**src/rtl/bumpy_motion_ctrl.sv**
```systemverilog
// rtl/bumpy_motion_ctrl.sv - Bumpy movement FSM with lives, respawn, invulnerability and bounded jump
module bumpy_motion_ctrl #(
    parameter int LIVES          = 3,
    parameter int JUMP_FRAMES    = 16,
    parameter int RESPAWN_FRAMES = 60,
    parameter int INVULN_FRAMES  = 90,
    parameter int CNT_W          = 8
) (
    input  logic       clk,
    input  logic       reset,
    input  logic       start_of_frame,
    input  logic       up_direction,
    input  logic       left_direction,
    input  logic       right_direction,
    input  logic       down_direction,
    input  logic       step_collision,
    input  logic       free_collision,
    input  logic       border_collision,
    input  logic       spike_collision,
    input  logic [3:0] HitEdgeCode,
    output logic [3:0] state,
    output logic       die,
    output logic       respawn,
    output logic [3:0] lives,
    output logic       game_over,
    output logic       invuln
);

    typedef enum logic [3:0] {
        ST_RESET    = 4'd0,
        ST_IDLE     = 4'd1,
        ST_LEFT     = 4'd2,
        ST_RIGHT    = 4'd3,
        ST_DOWN     = 4'd4,
        ST_UP       = 4'd5,
        ST_DYING    = 4'd6,
        ST_GAMEOVER = 4'd7
    } state_t;

    localparam logic [CNT_W-1:0] CNT_ONE    = CNT_W'(1);
    localparam logic [CNT_W-1:0] CNT_JUMP   = CNT_W'(JUMP_FRAMES);
    localparam logic [CNT_W-1:0] CNT_RESP   = CNT_W'(RESPAWN_FRAMES);
    localparam logic [CNT_W-1:0] CNT_INVULN = CNT_W'(INVULN_FRAMES);
    localparam logic [3:0]       LIVES_INIT = 4'(LIVES);

    // HitEdgeCode bit order is {Left, Top, Right, Bottom}
    localparam logic [3:0] EDGE_LEFT   = 4'b1000;
    localparam logic [3:0] EDGE_TOP    = 4'b0100;
    localparam logic [3:0] EDGE_RIGHT  = 4'b0010;
    localparam logic [3:0] EDGE_BOTTOM = 4'b0001;

    state_t           cur_state;
    state_t           nxt_state;
    logic [CNT_W-1:0] jump_cnt;
    logic [CNT_W-1:0] resp_cnt;
    logic [CNT_W-1:0] inv_cnt;

    logic key_up;
    logic key_left;
    logic key_right;
    logic key_down;
    logic any_key;
    logic bottom_hit;
    logic top_hit;
    logic left_hit;
    logic right_hit;
    logic fatal;
    logic jump_expire;
    logic resp_done;
    logic enter_dying;
    logic enter_up;
    logic do_respawn;

    assign key_up    = !up_direction;
    assign key_left  = !left_direction;
    assign key_right = !right_direction;
    assign key_down  = !down_direction;
    assign any_key   = key_up || key_left || key_right || key_down;

    assign bottom_hit = (HitEdgeCode == EDGE_BOTTOM);
    assign top_hit    = (HitEdgeCode == EDGE_TOP);
    assign left_hit   = (HitEdgeCode == EDGE_LEFT);
    assign right_hit  = (HitEdgeCode == EDGE_RIGHT);

    // The registered invuln flag gates death, so a hit on the frame the counter drains is still forgiven
    assign fatal = !invuln && (spike_collision || (border_collision && bottom_hit));

    assign jump_expire = start_of_frame && (jump_cnt == CNT_ONE);
    assign resp_done   = start_of_frame && (resp_cnt == CNT_ONE);

    assign enter_dying = (nxt_state == ST_DYING) && (cur_state != ST_DYING);
    assign enter_up    = (nxt_state == ST_UP) && (cur_state != ST_UP);
    assign do_respawn  = (cur_state == ST_DYING) && (nxt_state == ST_DOWN);

    assign state = cur_state;

    // Next-state decode from keys, collisions and frame counters
    always_comb begin
        nxt_state = cur_state;
        case (cur_state)
            ST_RESET: begin
                if (any_key) nxt_state = ST_DOWN;
            end
            ST_IDLE: begin
                if (fatal) begin
                    nxt_state = ST_DYING;
                end else if (step_collision && bottom_hit) begin
                    if (key_up)         nxt_state = ST_UP;
                    else if (key_left)  nxt_state = ST_LEFT;
                    else if (key_right) nxt_state = ST_RIGHT;
                end else if (free_collision && bottom_hit) begin
                    nxt_state = ST_DOWN;
                end
            end
            ST_LEFT, ST_RIGHT, ST_DOWN: begin
                if (fatal) begin
                    nxt_state = ST_DYING;
                end else if ((cur_state == ST_RIGHT) && border_collision && right_hit) begin
                    nxt_state = ST_LEFT;
                end else if ((cur_state == ST_LEFT) && border_collision && left_hit) begin
                    nxt_state = ST_RIGHT;
                end else if (step_collision && bottom_hit) begin
                    if (key_up)         nxt_state = ST_UP;
                    else if (key_left)  nxt_state = ST_LEFT;
                    else if (key_right) nxt_state = ST_RIGHT;
                    else                nxt_state = ST_IDLE;
                end
            end
            ST_UP: begin
                if (fatal) begin
                    nxt_state = ST_DYING;
                end else if (key_down) begin
                    nxt_state = ST_DOWN;
                end else if (free_collision && bottom_hit && key_left) begin
                    nxt_state = ST_LEFT;
                end else if (free_collision && bottom_hit && key_right) begin
                    nxt_state = ST_RIGHT;
                end else if (border_collision || (step_collision && top_hit)) begin
                    nxt_state = ST_DOWN;
                end else if (jump_expire) begin
                    nxt_state = ST_DOWN;
                end
            end
            ST_DYING: begin
                if (resp_done) begin
                    if (lives == 4'd0) nxt_state = ST_GAMEOVER;
                    else               nxt_state = ST_DOWN;
                end
            end
            ST_GAMEOVER: begin
                nxt_state = ST_GAMEOVER;
            end
            default: begin
                nxt_state = ST_RESET;
            end
        endcase
    end

    // State, frame counters and all registered outputs; counter loads on entry win over a same-cycle frame pulse
    always_ff @(posedge clk or posedge reset) begin
        if (reset) begin
            cur_state <= ST_RESET;
            die       <= 1'b0;
            respawn   <= 1'b0;
            lives     <= LIVES_INIT;
            game_over <= 1'b0;
            invuln    <= 1'b0;
            jump_cnt  <= '0;
            resp_cnt  <= '0;
            inv_cnt   <= '0;
        end else begin
            cur_state <= nxt_state;
            die       <= enter_dying;
            respawn   <= do_respawn;
            game_over <= (nxt_state == ST_GAMEOVER);

            if (enter_dying) begin
                lives    <= (lives == 4'd0) ? 4'd0 : lives - 4'd1;
                resp_cnt <= CNT_RESP;
            end else if ((cur_state == ST_DYING) && start_of_frame && (resp_cnt != '0)) begin
                resp_cnt <= resp_cnt - CNT_ONE;
            end

            if (enter_up) begin
                jump_cnt <= CNT_JUMP;
            end else if ((cur_state == ST_UP) && start_of_frame && (jump_cnt != '0)) begin
                jump_cnt <= jump_cnt - CNT_ONE;
            end

            if (do_respawn) begin
                inv_cnt <= CNT_INVULN;
                invuln  <= (CNT_INVULN != '0);
            end else if (start_of_frame && (inv_cnt != '0)) begin
                inv_cnt <= inv_cnt - CNT_ONE;
                invuln  <= (inv_cnt != CNT_ONE);
            end
        end
    end

endmodule

```
**config.mk**
```make
export PLATFORM = sky130hd
export DESIGN_NAME = bumpy_motion_ctrl
export DESIGN_NICKNAME = d
export VERILOG_FILES = /design/src/rtl/bumpy_motion_ctrl.sv
export SDC_FILE = /design/constraint.sdc
export NUM_CORES = 1
export LEC_CHECK = 0
export CORE_MARGIN = 1.5
export CORE_UTILIZATION = 25
export CTS_CLUSTER_DIAMETER = 150
export DETAILED_ROUTE_END_ITERATION = 8
export PLACE_DENSITY = 0.52
export SYNTH_ARGS = -nofsm -noshare
export SYNTH_HDL_FRONTEND = slang
export SYNTH_SLANG_ARGS = --single-unit
```
**constraint.sdc**
```tcl
create_clock -name clk -period 5.4 [get_ports clk]
set_clock_uncertainty 0.05 [all_clocks]
set_input_delay 0.81 -clock clk [delete_from_list [all_inputs] [get_ports clk]]
set_output_delay 0.81 -clock clk [all_outputs]
set_load 0.05 [all_outputs]
```
# [Yosys cells after proc, flatten, opt, wreduce, memory -nomap -nowiden]
# Cells that the tools add are included.
[word_totals] register_bits=36 wordCells=105 inputBits=15
[classes] add_sub_neg=4 eq_ne=20 mux=32 n_reduce_logical=40
[op_table] op="4-bit 2-to-1 mux" n=19
[op_table] op="8-bit 2-to-1 mux" n=6
[op_table] op="4-bit by 3-bit == test with 1-bit output, second input constant" n=9
[op_table] op="4-bit case mux with 6 select lines" n=1
[op_table] op="8-bit nonzero test" n=3
[op_table] op="8-bit by 1-bit subtractor with 8-bit output, second input constant" n=3
[op_table] op="1-bit logical AND" n=21
[op_table] op="8-bit by 1-bit == test with 1-bit output, second input constant" n=2
[op_table] op="4-bit by 2-bit == test with 1-bit output, second input constant" n=3
[op_table] op="4-bit by 1-bit == test with 1-bit output, second input constant" n=2
[op_table] op="4-bit logical NOT" n=2
[op_table] op="4-bit by 3-bit inequality test with 1-bit output, second input constant" n=2
[op_table] op="8-bit by 1-bit inequality test with 1-bit output, second input constant" n=1
[op_table] op="2-bit 2-to-1 mux" n=3
[op_table] op="2-bit nonzero test" n=3
[op_table] op="1-bit logical NOT" n=5
[op_table] op="1-bit logical OR" n=5
[op_table] op="4-bit == test, second input constant" n=1
[op_table] op="4-bit by 1-bit subtractor with 4-bit output, second input constant" n=1
[op_table] op="3-bit 2-to-1 mux" n=1
[op_table] op="3-bit OR reduction" n=1
[op_table] op="1-bit 2-to-1 mux" n=2

# [Logic depth before layout (Yosys ltp)]
# Gate-level depths: netlist of the first run.
[depth] word_depth=12 mapped_depth=9 mapped_depth_nobuf=9

# [Worst setup path before layout of the first run]
# Ideal clock, no wire load.
[synth_timing] kind="in2reg" start="input HitEdgeCode[1]" end="register lives[0]" path_buffers=1 cell_stages=7 setup_slack_ns=2.707 required_time_ns=5.268 arrival_time_ns=2.561 setup_time_ns=0.082 path_cell_list="or4b_4 > o21ai_2 > a31oi_1 > or3b_1 > and2_1 > buf_6 > mux2_4"
[synth_via] elab_chain_len=11 elab_cells_between_ends=30
[synth_rtl] item="from (decl)" line="20" text="input logic [3:0] HitEdgeCode,"
[synth_rtl] item="4-bit by 3-bit == test with 1-bit output" line="81" text="assign top_hit = (HitEdgeCode == EDGE_TOP);"
[synth_rtl] item="1-bit logical AND" line="138" text="end else if (border_collision || (step_collision && top_hit)) begin"
[synth_rtl] item="1-bit logical OR" line="138"
[synth_rtl] item="4-bit 2-to-1 mux" line="138"
[synth_rtl] item="4-bit 2-to-1 mux" line="136" text="end else if (free_collision && bottom_hit && key_right) begin"
[synth_rtl] item="4-bit 2-to-1 mux" line="134" text="end else if (free_collision && bottom_hit && key_left) begin"
[synth_rtl] item="4-bit 2-to-1 mux" line="132" text="end else if (key_down) begin"
[synth_rtl] item="4-bit 2-to-1 mux" line="130" text="if (fatal) begin"
[synth_rtl] item="4-bit case mux with 6 select lines (*)" line="100" text="case (cur_state)"
[synth_rtl] item="4-bit by 3-bit == test with 1-bit output (*)" line="91" text="assign enter_dying = (nxt_state == ST_DYING) && (cur_state != ST_DYING);"
[synth_rtl] item="1-bit logical AND (*)" line="91"
[synth_rtl] item="via enter_dying" line="70" text="logic enter_dying;"
[synth_rtl] item="to (signal assigned)" line="178" text="lives <= (lives == 4'd0) ? 4'd0 : lives - 4'd1;"
[synth_rtl] item="to (decl)" line="24" text="output logic [3:0] lives,"
# The timed path passes the listed nets; every way through them passes the cells marked *.
# A chain may end at the register's enable or synchronous reset.

# [Worst setup path in the final report of the first run]
[layout_timing] start="input HitEdgeCode[3]" end="register lives[0]"
[layout_via] elab_chain_len=11 elab_cells_between_ends=30
[layout_rtl] item="4-bit by 3-bit == test with 1-bit output" line="81"
[layout_rtl] item="1-bit logical AND" line="138"
[layout_rtl] item="1-bit logical OR" line="138"
[layout_rtl] item="4-bit 2-to-1 mux" line="138"
[layout_rtl] item="4-bit 2-to-1 mux" line="136"
[layout_rtl] item="4-bit 2-to-1 mux" line="134"
[layout_rtl] item="4-bit 2-to-1 mux" line="132"
[layout_rtl] item="4-bit 2-to-1 mux" line="130"
[layout_rtl] item="4-bit case mux with 6 select lines (*)" line="100"
[layout_rtl] item="4-bit by 3-bit == test with 1-bit output (*)" line="91"
[layout_rtl] item="1-bit logical AND (*)" line="91"
# Every way passes the cells marked *; elsewhere a longest branch is shown, timed or not.

==> results of run 1 <==
Yosys cell counts, types with 3 or more instances:
master / n / area, um2
dfrtp_1: 34 / 850.8
nor2_1: 32 / 120.1
nand2_1: 18 / 67.56
inv_1: 15 / 56.30
xnor2_1: 14 / 122.6
nor3_1: 11 / 55.05
nand2b_1: 10 / 62.56
nor4_1: 10 / 62.56
ha_1: 8 / 100.1
xor2_1: 7 / 61.31
a21oi_1: 6 / 30.03
clkbuf_1: 4 / 15.01
nand4_1: 3 / 18.77
nor2b_1: 3 / 18.77
nor3b_1: 3 / 22.52
o21ai_0: 3 / 15.01
power by group through the flow:
stage / combinational (mW) / clock, mW / sequential (mW)
3_5_place_dp: 0.223 / 0 / 0.402
5_1_grt: 0.258 / 0.222 / 0.411
3_3_place_gp: 0.218 / 0 / 0.402
6_report: 0.221 / 0.199 / 0.398
4_1_cts: 0.224 / 0.207 / 0.398
2_1_floorplan: 0.165 / 0 / 0.393
per-stage QoR:
| stage | utilization | hold slack [ps] | cells |
|---|---|---|---|
| 6_report | 0.3098 | 474.3 | 373 |
| 5_1_grt | 0.3098 | 523.9 | 373 |
| 4_1_cts | 0.3098 | 485.9 | 373 |
| 3_5_place_dp | 0.2990 | 462.9 | 365 |
| 3_3_place_gp | 0.2990 | 464.4 | 365 |
| 2_1_floorplan | - | 433.5 | 235 |
cell families (layout without fill, tap and decap cells):
| logic type | after synthesis | count (layout) | share of synthesized area |
|---|---|---|---|
| and+or+nand+nor | 113 | 113 | 0.2836 |
| DFF | 36 | 36 | 0.4095 |
| AOI/OAI and AO/OA | 33 | 33 | 0.1220 |
| xor gates and xnor gates | 21 | 21 | 0.08338 |
| buffers and inverters | 20 | 50 | 0.03743 |
| adders and majority gates | 8 | 8 | 0.04538 |
| muxes | 3 | 3 | 0.01701 |
| other | 1 | 1 | 0.001700 |
registers in the layout, indices dropped and copies added (netlist names):
name and flops:
lives 4, inv_cnt 8, respawn 1, resp_cnt 8
game_over 1, jump_cnt 8, die 1, state 4
invuln 1
critical path: stages:
cell	delay (ps)
clkdlybuf4s50_1	500
nor4b_2	640
nand4_1	170
a31oi_1	300
or3b_1	200
and2_1	350
mux2_4	330
how the worst max path moves through the flow:
stage | from | endpoint | slack [ps] | cells after the start
2_1_floorplan | HitEdgeCode[1] | lives[0] | 2710 | 7
3_3_place_gp | HitEdgeCode[1] | lives[0] | 1980 | 7
3_5_place_dp | HitEdgeCode[1] | lives[0] | 1980 | 7
4_1_cts | HitEdgeCode[1] | lives[0] | 2280 | 7
5_1_grt | HitEdgeCode[3] | lives[0] | 2030 | 7
6_report | HitEdgeCode[3] | lives[0] | 2270 | 7
cell usage in the layout (no fill, tap or decap), types with 3 or more instances in the layout:
cell and count:
ha_1 8, dfrtp_1 34, inv_1 15, nor2b_1 3, xor2_1 7, nor3_1 11, o21ai_0 3, clkbuf_8 6
nand4_1 3, xnor2_1 14, nor3b_1 3, nor2_1 32, a21oi_1 6, clkdlybuf4s50_1 26, nor4_1 10, nand2_1 18
nand2b_1 10
area by class of cell:
type / count / area, um2
fillers: 900 / 5961
multi-input cells: 179 / 1220
flip-flops and latches: 36 / 903.4
repair buffers: 27 / 267.8
well taps: 108 / 135.1
clock buffers: 6 / 82.58
inverters: 15 / 56.30
clock inverters: 2 / 10.01
routing by layer:
| metal | up-vias | wire (um) | share of wire |
|---|---|---|---|
| met3 | 7 | 118 | 0.025 |
| met1 | 853 | 2331 | 0.49 |
| li1 | 893 | - | - |
| met5 | - | 0 | 0 |
| met2 | 15 | 2279 | 0.48 |
| met4 | 0 | 50 | 0.010 |
==> qor.txt, run 1 <==
outcome -> complete, no violations
floorplan row count -> 34
Netlist cell types -> 56
RR Startpoint -> state[0]
grt met1 use -> 0.1384
Leak -> 1.093 nW
Initial Util -> 0.2554
Syn-to-layout area delta -> 21.27%
Max VDD drop -> 0.09361 mV
Post-synth EDFFs -> 0
final instance area -> 0.002675 mm2
antenna viol nets, final -> 0
total die area -> 0.009396 mm2
TritonCTS clock tree -> yes
remaining global-route overflow -> 0
layout cells sized above 1 -> 0.08679
RSZ-0062 raised after global routing -> no
ys flop type -> dfrtp_1
setup TNS -> 0 ps
met3 Use GR -> 0.03035
GRT Util Overall -> 0.1111
dpl ws -> 1981 ps
vias -> 1,768
drt pass-1 iters -> 4
Seq/Total Area, Yosys -> 0.4095
post-synthesis register bit count -> 36
hold path cells -> 2
WHS Endpoint -> resp_cnt[5]
worst setup margin -> 2274 ps
CP Class -> in2reg
RR Endpoint -> lives[0]
yosys synthesis warning count -> 0
Async SR Flop Fraction -> 1.000
number of diodes -> 0
post-CTS setup buffer count -> 0
TritonCTS Buffers -> 5
P_int -> 533.8 uW
Syn Area/Cell -> 9.387 um2
Pwr Density -> 305.6 mW/mm2
CP Launch Type -> input pin
GRT busiest layer -> met2
# IOs -> 27
Die Ht -> 96.94 um
Starting DRT DRC Count -> 45
Die Width -> 96.94 um
hold_sp -> resp_cnt[5]
fin crit period -> 3126 ps
clk buf depth -> 2
Post-DP HPWL -> 3.567 mm
max_slew headroom -> 0.4588
post_cts resized -> 0
reg2reg setup slack -> 2840 ps
antenna violations before repair -> 0
met2 GRT Util -> 0.1904
CTS Hold Bufs -> 0
worst-margin pin slew -> 809.7 ps
vias in the first global route -> 1,809
routed wire length -> 4.780 mm
CTS sink count -> 36
fin crit share -> 0.5790
maximum fanout along the worst path -> 10
sw power -> 283.5 uW
Worst EP required -> 5570 ps
Root Driver -> clkbuf_8
Area after DPL -> 0.002582 mm2
Crit. End Element -> register
Clk pin slew, worst setup/hold paths -> 70 ps
Syn Nets -> 258
worst hold path type -> reg2reg
Fin. Hold Viols -> 0
H-tree levels -> 2
Max Cap Viol -> 0
sequential power share -> 0.486
FF-to-FF path depth -> 6
clock power share -> 0.243
final setup fails -> 0
fmax -> 0.3199 GHz
DRC viols -> 0
Netlist Area Pre-Place -> 0.002206 mm2
combinational share of power -> 0.270
largest net degree at the start of global routing -> 37
Clock Latency Late Sink -> 290 ps
Gate Count Post-Synth -> 235
layout net count -> 287
first-pass GRT wire length -> 8.638 mm
Core ar. -> 0.008636 mm2
Pwr Total -> 817.4 uW
number of port buffers -> 26
Net Sw Frac -> 0.3469
Data arrival, critical path -> 3300 ps
vias per inst -> 4.740
WL/cell -> 12.82 um
count of pins over their slew limit -> 0
gp weighted congestion -> 0.8558
Note: power is estimated with default switching activity, not from simulation.
==> inputs of run 2 (changes only) <==
Settings changed: PLACE_DENSITY 0.52 to 0.54.
Clock period 5.4 ns to 2.8 ns, I/O delays scaled along.
==> run 2 against run 1 <==
- global-route usage fell by 0.11 points
- register-to-register slack got worse by 2400 ps
- clock power rose to 2.6 times the previous value
- power up 110%
- die area unchanged
- worst hold slack lost 1.6 ps
- critical path depth is 1 higher
- first-iteration DRC count is 49% higher
- count of clock-buffer cells in the layout up 1
- sequential power up 92%
- via count rose by 5.9%
- combinational power increased by 98%
==> qor.txt, run 2 (synthesis gave the netlist of run 1 again) <==
Post-DP HPWL -> 3.678 mm (was 3.567 mm)
CTS sink count -> 36 (unchanged)
Clock Latency Late Sink -> 300 ps (was 290 ps)
post_cts resized -> 0 (unchanged)
GRT Util Overall -> 0.1101 (was 0.1111)
H-tree levels -> 2 (unchanged)
post-CTS setup buffer count -> 0 (unchanged)
fmax -> 0.4034 GHz
CTS Hold Bufs -> 0 (unchanged)
Core ar. -> 0.008636 mm2 (unchanged)
Clk pin slew, worst setup/hold paths -> 80 ps (was 70 ps)
Crit. End Element -> register (unchanged)
most common cell after layout, fill and taps aside -> dfrtp_1 (unchanged)
drt pass-1 iters -> 4 (unchanged)
Starting DRT DRC Count -> 67 (was 45)
Leak -> 1.210 nW (was 1.093 nW)
vias -> 1,872 (was 1,768)
most frequent cells in the layout -> dfrtp_1 (34), nor2_1 (32), clkdlybuf4s50_1 (26), buf_4 (20), nand2_1 (18) (was dfrtp_1 (34), nor2_1 (32), clkdlybuf4s50_1 (26), nand2_1 (18), inv_1 (15))
# IOs -> 27 (unchanged)
TritonCTS Buffers -> 5 (unchanged)
CP bufs+invs -> 2 (was 1)
fin crit share -> 0.8853
layout net count -> 307 (was 287)
Max Cap Viol -> 0 (unchanged)
remaining global-route overflow -> 0 (unchanged)
Root Driver -> clkbuf_8 (unchanged)
antenna viol nets, final -> 0 (unchanged)
max incr delay on CP -> 530 ps (was 640 ps)
vias per inst -> 4.763 (was 4.740)
maximum fanout along the worst path -> 8 (was 10)
worst setup margin -> 321.3 ps (was 2274 ps)
number of diodes -> 0 (unchanged)
largest net degree at the start of global routing -> 37 (unchanged)
number of port buffers -> 26 (unchanged)
max_slew headroom -> 0.6456 (was 0.4588)
Die Width -> 96.94 um (unchanged)
worst-margin pin slew -> 529.9 ps (was 809.7 ps)
outcome -> complete, no violations (unchanged)
top flop regs -> inv_cnt: 8 flops, jump_cnt: 8 flops, resp_cnt: 8 flops (unchanged)
TritonCTS clock tree -> yes (unchanged)
CP Launch Type -> input pin (unchanged)
Pwr Density -> 595.6 mW/mm2 (was 305.6 mW/mm2)
Die Ht -> 96.94 um (unchanged)
worst hold path type -> reg2reg (unchanged)
Max VDD drop -> 0.2281 mV (was 0.09361 mV)
RR Startpoint -> resp_cnt[2] (was state[0])
clk buf depth -> 2 (unchanged)
gp weighted congestion -> 0.8660 (was 0.8558)
Worst EP required -> 2940 ps (was 5570 ps)
dpl ws -> 3.216 ps (was 1981 ps)
antenna violations before repair -> 0 (unchanged)
final setup fails -> 0 (unchanged)
WL/cell -> 12.38 um (was 12.82 um)
CP max stage cell -> or4b_1 (was nor4b_2)
hold_sp -> resp_cnt[5] (unchanged)
vias in the first global route -> 1,827 (was 1,809)
DRC viols -> 0 (unchanged)
count of pins over their slew limit -> 0 (unchanged)
fin crit period -> 2479 ps
routed wire length -> 4.866 mm (was 4.780 mm)
total die area -> 0.009396 mm2 (unchanged)
critical path cell sequence -> clkdlybuf4s50_1 -> buf_4 -> or4b_1 -> nor4_1 -> o21ai_0 -> o2bb2ai_1 -> o211a_1 -> nand2b_1 (was clkdlybuf4s50_1 -> nor4b_2 -> nand4_1 -> a31oi_1 -> or3b_1 -> and2_1 -> mux2_4)
RSZ-0062 raised after global routing -> no (unchanged)
Initial Util -> 0.2554 (unchanged)
Top Family by Delay on Critical Path -> simple AND/OR/NAND/NOR gates (unchanged)
layout cells sized above 1 -> 0.1544 (was 0.08679)
first-pass GRT wire length -> 8.569 mm (was 8.638 mm)
floorplan row count -> 34 (unchanged)
CP Class -> in2reg (unchanged)
Data arrival, critical path -> 2620 ps (was 3300 ps)
Syn-to-layout area delta -> 30.46% (was 21.27%)
Crit. Startpoint -> HitEdgeCode[0] (was HitEdgeCode[3])
setup TNS -> 0 ps (unchanged)
Fin. Hold Viols -> 0 (unchanged)
-- run 2: metal layers --
| metal | part of all wire | vias up | global-route usage |
|---|---|---|---|
| li1 | - | 933 | - |
| met1 | 0.48 | 904 | 0.1449 |
| met2 | 0.48 | 28 | 0.1786 |
| met3 | 0.035 | 7 | 0.02673 |
| met4 | 0.011 | 0 | 0.03344 |
| met5 | 0 | - | 0 |
-- run 2: stage by stage --
stage	utilization	instance area (um2)	hold WS (ps)	power [mW]	instances
3_3_place_gp	0.3179	2745	457.9	1.206	385
5_1_grt	0.3332	2878	524.6	1.847	393
6_report	0.3332	2878	472.7	1.714	393
4_1_cts	0.3325	2872	483.6	1.730	393
3_5_place_dp	0.3179	2745	462.7	1.212	385
2_1_floorplan	-	2206	433.5	1.075	235
-- run 2: path summary, 6_finish.rpt --
check                               to  slack [ps]  cells past startpoint
hold reg to reg            resp_cnt[5]         470                      2
max in group asynchronous     lives[1]        1880                      3
setup reg to reg           jump_cnt[7]         400                      6
min in group asynchronous   inv_cnt[4]         480                      3
setup / recovery           jump_cnt[4]         320                      8
hold / removal             resp_cnt[5]         470                      2
-- run 2: worst register-to-register path, cell delays in order, from the launching register on --
cell and delay [ps]:
dfrtp_1 430, or4_1 620, nor4_2 310, a21oi_1 130
nor4_1 290, o211a_1 350, nor2_1 90
-- run 2: final cells by class --
class                           instances  area, um2
Tap cell                              108      135.1
Timing Repair Buffer                   47      430.4
Clock buffer                            7      96.34
Multi-Input combinational cell        179       1226
Clock inverter                          1      30.03
Inverter                               15      56.30
Sequential cell                        36      903.4
Fill cell                             896       5758
-- run 2: power breakdown --
| group | switching [mW] | internal [mW] |
|---|---|---|
| sequential | 0.131 | 0.634 |
| clock | 0.197 | 0.314 |
| combinational | 0.228 | 0.211 |
| total | 0.555 | 1.16 |
